**config.mk**
```make
export PLATFORM = sky130hd
export DESIGN_NAME = fetch_controller_flat
export DESIGN_NICKNAME = d
export VERILOG_FILES = /design/src/rtl/fetch_pkg.sv /design/src/rtl/fetch_if.sv /design/src/rtl/fetch_pc_reg.sv /design/src/rtl/fetch_controller.sv /design/src/flat_wrapper.sv
export SDC_FILE = /design/constraint.sdc
export NUM_CORES = 1
export LEC_CHECK = 0
export CAP_MARGIN = 10
export CORE_MARGIN = 4
export CORE_UTILIZATION = 47
export CTS_CLUSTER_DIAMETER = 30
export CTS_CLUSTER_SIZE = 12
export DETAILED_ROUTE_END_ITERATION = 10
export PLACE_DENSITY = 0.89
export SKIP_CTS_REPAIR_TIMING = 1
export SLEW_MARGIN = 20
export SYNTH_ARGS = -nofsm -noshare
export SYNTH_HDL_FRONTEND = slang
export SYNTH_SLANG_ARGS = --single-unit
```
**constraint.sdc**
```tcl
create_clock -name clk -period 3.9 [get_ports clk]
set_input_delay 0.78 -clock clk [delete_from_list [all_inputs] [get_ports clk]]
set_output_delay 0.78 -clock clk [all_outputs]
set_load 0.02 [all_outputs]
```
**src/rtl/fetch_pkg.sv**
```systemverilog
// fetch_pkg: shared types and constants for the instruction fetch controller.
package fetch_pkg;
    localparam int XLEN = 32;
    localparam int INSTR_BYTES = 4;
    localparam logic [XLEN-1:0] RESET_VECTOR_DEFAULT = 32'h0000_0000;
    typedef enum logic [2:0] {BOOT, REQ, WAIT, HOLD, DRAIN, HALT} fetch_state_t;
endpackage

```
**src/rtl/fetch_if.sv**
```systemverilog
// fetch_if: instruction-memory request/response and decode handoff handshakes.
interface fetch_if;
    import fetch_pkg::*;
    logic            imem_req_valid;
    logic            imem_req_ready;
    logic [XLEN-1:0] imem_req_addr;
    logic            imem_rsp_valid;
    logic [XLEN-1:0] imem_rsp_data;
    logic            inst_valid;
    logic            inst_ready;
    logic [XLEN-1:0] inst_data;
    logic [XLEN-1:0] inst_pc;
    modport master (
        output imem_req_valid, imem_req_addr, inst_valid, inst_data, inst_pc,
        input  imem_req_ready, imem_rsp_valid, imem_rsp_data, inst_ready
    );
    modport slave (
        input  imem_req_valid, imem_req_addr, inst_valid, inst_data, inst_pc,
        output imem_req_ready, imem_rsp_valid, imem_rsp_data, inst_ready
    );
endinterface

```
**src/rtl/fetch_pc_reg.sv**
```systemverilog
// fetch_pc_reg: fetch PC register with hold / sequential / redirect update and target alignment check.
module fetch_pc_reg import fetch_pkg::*; #(
    parameter logic [XLEN-1:0] RESET_VECTOR = RESET_VECTOR_DEFAULT
) (
    input  logic            clk,
    input  logic            reset_n,
    input  logic            redirect,
    input  logic [XLEN-1:0] target,
    input  logic            advance,
    output logic [XLEN-1:0] pc,
    output logic            misaligned
);
    assign misaligned = redirect && target[1:0] != 2'b00;

    // a misaligned target leaves the PC untouched so it still names the oldest undelivered instruction
    always_ff @(posedge clk)
        if (!reset_n) pc <= RESET_VECTOR;
        else if (redirect && !misaligned) pc <= target;
        else if (advance) pc <= pc + XLEN'(INSTR_BYTES);
endmodule

```
**src/rtl/fetch_controller.sv**
```systemverilog
// fetch_controller: sequences instruction fetch with one outstanding imem request,
// redirect squashing, boot delay and halt/resume.
module fetch_controller import fetch_pkg::*; #(
    parameter logic [XLEN-1:0] RESET_VECTOR = RESET_VECTOR_DEFAULT,
    parameter int              BOOT_DELAY   = 4
) (
    input  logic            clk,
    input  logic            reset_n,
    fetch_if.master         bus,
    input  logic            jump_enable,
    input  logic [XLEN-1:0] jump_target_address,
    input  logic            branch_enable,
    input  logic [XLEN-1:0] branch_address,
    input  logic            halt_req,
    input  logic            resume,
    output logic            halted,
    output logic            fetch_misaligned
);
    localparam int CW = BOOT_DELAY > 1 ? $clog2(BOOT_DELAY) : 1;

    fetch_state_t    state, state_n;
    logic [CW-1:0]   cnt;
    logic            drop, drop_n;
    logic [XLEN-1:0] pc, target, inst_data, inst_pc;
    logic            redirect, mis, apply, stop, accept, rsp, advance, capture, boot_done;

    assign redirect = state inside {REQ, WAIT, HOLD} && (jump_enable || branch_enable);
    assign target   = jump_enable ? jump_target_address : branch_address;

    fetch_pc_reg #(.RESET_VECTOR(RESET_VECTOR)) u_pc (
        .clk        (clk),
        .reset_n    (reset_n),
        .redirect   (redirect),
        .target     (target),
        .advance    (advance),
        .pc         (pc),
        .misaligned (mis)
    );

    // a misaligned redirect behaves exactly like a halt request
    always_comb begin
        apply     = redirect && !mis;
        stop      = state inside {REQ, WAIT, HOLD} && (halt_req || mis);
        accept    = state == REQ && bus.imem_req_ready;
        rsp       = (state == WAIT || state == DRAIN) && bus.imem_rsp_valid;
        advance   = state == HOLD && bus.inst_ready && !stop && !apply;
        capture   = state == WAIT && rsp && !drop && !apply && !stop;
        boot_done = (BOOT_DELAY == 0) || (cnt == CW'(BOOT_DELAY - 1));
        drop_n    = rsp ? 1'b0 : (apply && (state == WAIT || accept)) ? 1'b1 : drop;
    end

    always_comb begin
        state_n = state;
        unique case (state)
            BOOT:    state_n = boot_done ? REQ : BOOT;
            REQ:     state_n = stop ? (accept ? DRAIN : HALT) : accept ? WAIT : REQ;
            WAIT:    state_n = stop ? (rsp ? HALT : DRAIN) : rsp ? ((apply || drop) ? REQ : HOLD) : WAIT;
            HOLD:    state_n = stop ? HALT : (apply || bus.inst_ready) ? REQ : HOLD;
            DRAIN:   state_n = rsp ? HALT : DRAIN;
            HALT:    state_n = (resume && !halt_req) ? REQ : HALT;
            default: state_n = BOOT;
        endcase
    end

    always_ff @(posedge clk)
        if (!reset_n) begin
            state <= BOOT;
            cnt   <= '0;
            drop  <= 1'b0;
        end else begin
            state <= state_n;
            drop  <= drop_n;
            cnt   <= state == BOOT ? cnt + 1'b1 : cnt;
        end

    always_ff @(posedge clk)
        if (!reset_n) begin
            inst_data        <= '0;
            inst_pc          <= '0;
            fetch_misaligned <= 1'b0;
        end else begin
            fetch_misaligned <= mis;
            if (capture) begin
                inst_data <= bus.imem_rsp_data;
                inst_pc   <= pc;
            end
        end

    always_comb begin
        bus.imem_req_valid = state == REQ;
        bus.imem_req_addr  = pc;
        bus.inst_valid     = state == HOLD;
        bus.inst_data      = inst_data;
        bus.inst_pc        = inst_pc;
        halted             = state == HALT;
    end
endmodule

```
**src/flat_wrapper.sv**
```systemverilog
// flat-port wrapper written by rule: the top's interface ports become plain ports
module fetch_controller_flat import fetch_pkg::*;
#(
    parameter logic [XLEN-1:0] RESET_VECTOR = RESET_VECTOR_DEFAULT,
    parameter int              BOOT_DELAY   = 4
)
  (clk, reset_n, jump_enable, jump_target_address, branch_enable, branch_address, halt_req, resume, halted, fetch_misaligned, bus_imem_req_valid, bus_imem_req_addr, bus_inst_valid, bus_inst_data, bus_inst_pc, bus_imem_req_ready, bus_imem_rsp_valid, bus_imem_rsp_data, bus_inst_ready);
  fetch_if bus_i ();
  input  logic clk;
  input  logic reset_n;
  input  logic jump_enable;
  input  logic [XLEN-1:0] jump_target_address;
  input  logic branch_enable;
  input  logic [XLEN-1:0] branch_address;
  input  logic halt_req;
  input  logic resume;
  output logic halted;
  output logic fetch_misaligned;
  output wire logic [$bits(bus_i.imem_req_valid)-1:0] bus_imem_req_valid;
  output wire logic [$bits(bus_i.imem_req_addr)-1:0] bus_imem_req_addr;
  output wire logic [$bits(bus_i.inst_valid)-1:0] bus_inst_valid;
  output wire logic [$bits(bus_i.inst_data)-1:0] bus_inst_data;
  output wire logic [$bits(bus_i.inst_pc)-1:0] bus_inst_pc;
  input wire logic [$bits(bus_i.imem_req_ready)-1:0] bus_imem_req_ready;
  input wire logic [$bits(bus_i.imem_rsp_valid)-1:0] bus_imem_rsp_valid;
  input wire logic [$bits(bus_i.imem_rsp_data)-1:0] bus_imem_rsp_data;
  input wire logic [$bits(bus_i.inst_ready)-1:0] bus_inst_ready;
  assign bus_imem_req_valid = bus_i.imem_req_valid;
  assign bus_imem_req_addr = bus_i.imem_req_addr;
  assign bus_inst_valid = bus_i.inst_valid;
  assign bus_inst_data = bus_i.inst_data;
  assign bus_inst_pc = bus_i.inst_pc;
  assign bus_i.imem_req_ready = bus_imem_req_ready;
  assign bus_i.imem_rsp_valid = bus_imem_rsp_valid;
  assign bus_i.imem_rsp_data = bus_imem_rsp_data;
  assign bus_i.inst_ready = bus_inst_ready;
  fetch_controller #(.RESET_VECTOR(RESET_VECTOR), .BOOT_DELAY(BOOT_DELAY)) u_core (.clk(clk), .reset_n(reset_n), .bus(bus_i), .jump_enable(jump_enable), .jump_target_address(jump_target_address), .branch_enable(branch_enable), .branch_address(branch_address), .halt_req(halt_req), .resume(resume), .halted(halted), .fetch_misaligned(fetch_misaligned));
endmodule
```
# Word level (Yosys, flattened, before mapping)
# Index checks and enable logic that the tools add are counted.
[word_totals]
inputBits = 105
reg_bits = 103
[classes]
reduce_logical = 31
eq_ne = 6
bitwise_logic = 1
mux = 15
addsub = 2
[op_table]
columns = ["cell", "n"]
rows = [
  ["$mux 32", 3],
  ["$add 32x3->32 const B", 1],
  ["$pmux 3 s6", 1],
  ["$logic_and 1x1->1", 15],
  ["$mux 3", 5],
  ["$eq 3x2->1 const B", 2],
  ["$eq 3x3->1 const B", 2],
  ["$logic_or 1x1->1", 6],
  ["$mux 2", 3],
  ["$logic_not 1->1", 5],
  ["$reduce_bool 2->1", 2],
  ["$eq 3x1->1 const B", 1],
  ["$logic_not 3->1", 1],
  ["$mux 1", 3],
  ["$reduce_bool 3->1", 1],
  ["$add 2x1->2 const B", 1],
  ["$eq 2x2->1 const B", 1],
  ["$reduce_or 2->1", 1],
  ["$not 1->1", 1],
]

# Logic depth before layout (Yosys ltp)
[depth]
ltp_word = 11
mapped_depth = 9
ltp_nobuf = 6

# By module
# Synthesis repeated with hierarchy kept, for this count alone.
[unflattened]
hier_cells = 600
area_unflattened_um2 = 5295.1
[modules_own_cells]
columns = ["mod", "cells_per_inst", "area_each_um2", "seq_area_each_um2", "n_inst"]
rows = [
  ["fetch_controller", 370, 3472.1, 1421.4, 1],
  ["fetch_pc_reg", 230, 1823.0, 640.6, 1],
]

# Least setup slack after synthesis
# No wires, ideal clock.
[synth_timing]
path_kind = "in2reg"
start = "input port jump_enable"
end = "register u_core.u_pc.pc[18]"
setup_time_ps = 133
required_time_ps = 3767
path_stages = 9
arrival_time_ps = 2303
slack_ps = 1464
cell_sequence = "buf_2 > or3b_1 > and2_1 > buf_2 > nand2b_1 > buf_2 > clkbuf_1 > o21ai_0 > a21oi_1"
[synth_between]
elab_chain_len = 9
[synth_rtl]
columns = ["element", "line", "text"]
rows = [
  ["from (decl)", "flat_wrapper.sv:11", "input logic jump_enable;"],
  ["$mux 32 / $logic_or 1x1->1 (equally long branches)", "fetch_controller.sv:28, fetch_controller.sv:27", ""],
  ["$reduce_bool 2->1 / $logic_and 1x1->1 (equally long branches)", "fetch_pc_reg.sv:13, fetch_controller.sv:27", ""],
  ["$logic_and 1x1->1", "fetch_pc_reg.sv:13", "assign misaligned = redirect && target[1:0] != 2'b00;"],
  ["$logic_or 1x1->1", "fetch_controller.sv:43", "stop = state inside {REQ, WAIT, HOLD} && (halt_req || mis);"],
  ["$logic_and 1x1->1", "fetch_controller.sv:43", ""],
  ["$logic_not 1->1", "fetch_controller.sv:46", "advance = state == HOLD && bus.inst_ready && !stop && !apply;"],
  ["$logic_and 1x1->1 (2 in a row)", "fetch_controller.sv:46", ""],
  ["$reduce_bool 2->1 (no line)", "--", ""],
  ["to (signal assigned)", "fetch_pc_reg.sv:18", "else if (redirect && !misaligned) pc <= target;"],
  ["to (signal assigned)", "fetch_pc_reg.sv:19", "else if (advance) pc <= pc + XLEN'(INSTR_BYTES);"],
  ["to (decl)", "fetch_pc_reg.sv:10", "output logic [XLEN-1:0] pc,"],
]
# Parallel ways exist; a longest one is shown, timed or not.
# A chain may end at the register's enable or synchronous reset.

# Final worst setup path
[layout_timing]
start = "register u_core.state[2]"
end = "output port bus_inst_valid"
[layout_between]
elab_chain_len = 1
[layout_rtl]
columns = ["element", "line", "text"]
rows = [
  ["from (decl)", "fetch_controller.sv:21", "fetch_state_t state, state_n;"],
  ["from (signal assigned)", "fetch_controller.sv:71", "state <= state_n;"],
  ["$eq 3x2->1", "fetch_controller.sv:92", "bus.inst_valid = state == HOLD;"],
  ["to (decl)", "flat_wrapper.sv:21", "output wire logic [$bits(bus_i.inst_valid)-1:0] bus_inst_valid;"],
]
# Every way passes these cells.

==> impl_metrics.ini <==
[die]
initial_core_util_pct = 48.2
fp.dieH_um = 111
rows = 37
dieArea_sq_um = 12300
pin_count = 205
core_area_sq_um = 10300
die_w_um = 111

[cells_and_area]
nFillCells = 819
antennaDiodeCount = 0
fin_area_sq_um = 7260
nets = 874
layout-drive-gt1-share_pct = 9.07
syn_to_final_growth_pct = 46.0
fin_util_pct = 70.4

[global_route]
grt.busiest_layer = met2
met3_usage_pct = 4.86
grt_first_pass_wirelength_um = 24500
met2_usage_pct = 41.8
grt_overflow = 0
antenna_found_initial = 0
grt_pass1_vias = 4824
grt_util_met1_pct = 29.1
gr-usage-all-layers_pct = 24.3
grt_max_degree = 61

[clock_tree]
numCtsBuffers = 9
cts_tree = done
clk_pin_slew_worst_paths_ns = 0.10
h-tree-depth = 3
cts_root_buffer = clkbuf_8
cts_buffer_depth = 2
clock_latency_ns = 0.37
cts_num_sinks = 103

[run]
cap_viol_max_count = 0

[timing]
clock_skew_ns = 0.0137
tns_ns = 0
slew_headroom_pct = 38.5
rsz0062_at_grt = no
fin_crit_ns = 2.90
setup_viol_count_final = 0
slew_viol_final = 0
fin_crit_sh_pct = 74.3
timing.fmax_mhz = 345
hold_violations = 0
worst_pin_slew_ns = 0.922

[hold_path]
min_path_type = flip-flop to flip-flop
hold_start = u_core.bus.inst_pc[6]

[setup_path]
cpMaxStageDelayCell = clkdlybuf4s50_1
timing.rr.start = u_core.u_pc.pc[11]
cp_slowest_stage_delay_ns = 0.70
setup.worst_path.class = flip-flop to primary output
cp-end-kind = primary output
cp-startpoint = u_core.state[2]
crit_required_ns = 3.12
path_max_fanout = 13
arrival_ns = 2.12
critPathLaunchType = flip-flop
path_cells = nand3b_1, inv_1, clkdlybuf4s50_1

[detailed_routing]
dr.pass1.iters = 4
drtIter0Drc = 400
via_per_inst = 5.44
num_vias = 4938
drc = 0
finalWirelength_um = 15500
antenna_left = 0
wl_per_cell_um = 17.1

[place]
gp_congestion = 0.909
placed_area_sq_um = 7070
dp_hpwl_um = 11600
io_buffer_count = 204

[synthesis]
synth_nets = 696
yosysSeqAreaShare_pct = 41.4
ys_types = 50
ys_seq_elements = 103
synthTopCellsByArea = dfxtp_1, nand2_1, mux2_2, a21boi_0, a21boi_1
synth_warnings = 0
synth.largest_area_cell = dfxtp_1
syn_area_sq_um = 4980
avgSynthCellArea_sq_um = 8.45
synth_top_area_share_pct = 41.4
postSynthCellCount = 589
ys.flop_type = dfxtp_1
synth_edf_count = 0
synthArstFlopShare_pct = 0

[status]
outcome = finished, final reports clean

[power]
leakage_nw = 2.42
intPower_mw = 1.71
seqPwrFrac_pct = 48.8
ir_worst_vdd_mv = 0.227
clkPwrFrac_pct = 25.8
switching_share_pct = 32.2
p_sw_mw = 0.815
powerDensity_nw_per_um2 = 348
p_comb_share_pct = 25.4
[sequential cells by signal, summed over array words and instances, names as in the netlist]
signal / count
u_core.state: 3
u_core.drop: 1
u_core.bus.inst_pc: 32
u_core.u_pc.pc: 32
u_core.fetch_misaligned: 1
u_core.cnt: 2
u_core.bus.inst_data: 32
[synth_stat cells (2+ instances only)]
cell type	count
and4_1	4
and2_1	6
dfxtp_1	103
nor3b_1	2
nand3b_1	2
nand3_1	13
nor3_1	8
a21boi_1	29
nor2b_1	3
a21oi_1	28
o21ai_0	32
a211oi_1	4
nor2_1	10
nand4_1	8
nand2b_1	4
a21boi_0	38
nand2_1	150
nor4_1	2
xnor2_1	16
mux2_2	27
ha_1	2
clkbuf_1	27
buf_2	11
nor4_2	5
buf_1	5
mux2i_1	6
a31oi_1	2
inv_1	3
or2_2	2
xor2_1	10
and3_1	8
[power by group through the flow]
stage,Clock [mW],Combinational [mW],Sequential (mW)
CTS,0.666,0.644,1.23
detailed placement,0,0.641,1.26
global route,0.705,0.695,1.25
global placement,0,0.624,1.25
finish,0.652,0.642,1.23
floorplan,0,0.335,1.26
[layout by cell type (no fill, tap or decap), types with 9 or more instances in the layout]
| cell | count |
|---|---|
| a21boi_0 | 38 |
| a21boi_1 | 29 |
| a21oi_1 | 28 |
| clkbuf_8 | 10 |
| clkdlybuf4s50_1 | 202 |
| dfxtp_1 | 103 |
| mux2_2 | 27 |
| nand2_1 | 150 |
| nand3_1 | 13 |
| nor2_1 | 9 |
| o21ai_0 | 32 |
| xnor2_1 | 16 |
| xor2_1 | 10 |
[critical path: cells and delay by family (launching register included)]
family | cells | cell delay, ns
DFF | 1 | 0.47
buffers and inverters | 2 | 0.95
and+or+nand+nor | 1 | 0.33
[path summary, 6_finish.rpt]
kind | endpoint | slack, ns | cells past startpoint
max | bus_inst_valid | 1.00 | 3
min | u_core.bus.inst_pc[6] | 0.46 | 2
max reg2reg | u_core.u_pc.pc[31] | 1.51 | 5
min reg2reg | u_core.bus.inst_pc[6] | 0.46 | 2
[stage by stage]
step	std cells	total power, mW	hold slack, ns	setup WS, ns
after floorplan	589	1.59	0.454	1.46
after global placement	892	1.87	0.441	0.830
after detailed placement	892	1.90	0.444	0.665
after CTS	908	2.54	0.459	1.02
after global routing	908	2.65	0.473	0.838
final	908	2.53	0.456	1.00
[final cells by class]
class	count	area (sq um)	share of cell area, %
timing repair buffer	211	2100	28.9
inverter	3	11.3	0.155
multi-input combinational	439	2730	37.6
sequential	103	2060	28.4
tap	136	170	2.34
clock buffer	10	138	1.89
clock inverter	6	53.8	0.741
[cells by family after synthesis]
family	count (synthesis)	share of synthesized area (%)
adders and majority gates	2	0.503
xor gates and xnor gates	26	4.57
and+or+nand+nor	238	23.5
DFF	103	41.4
muxes	33	7.32
buffers and inverters	47	3.97
AOI/OAI and AO/OA	140	18.7
[layer usage]
| layer | routed length, um | vias up |
|---|---|---|
| met2 | 7630 | 201 |
| met3 | 1010 | 33 |
| li1 | - | 2382 |
| met1 | 6390 | 2322 |
| met4 | 482 | 0 |
| met5 | 0 | - |
Note: power is estimated with default switching activity, not from simulation.
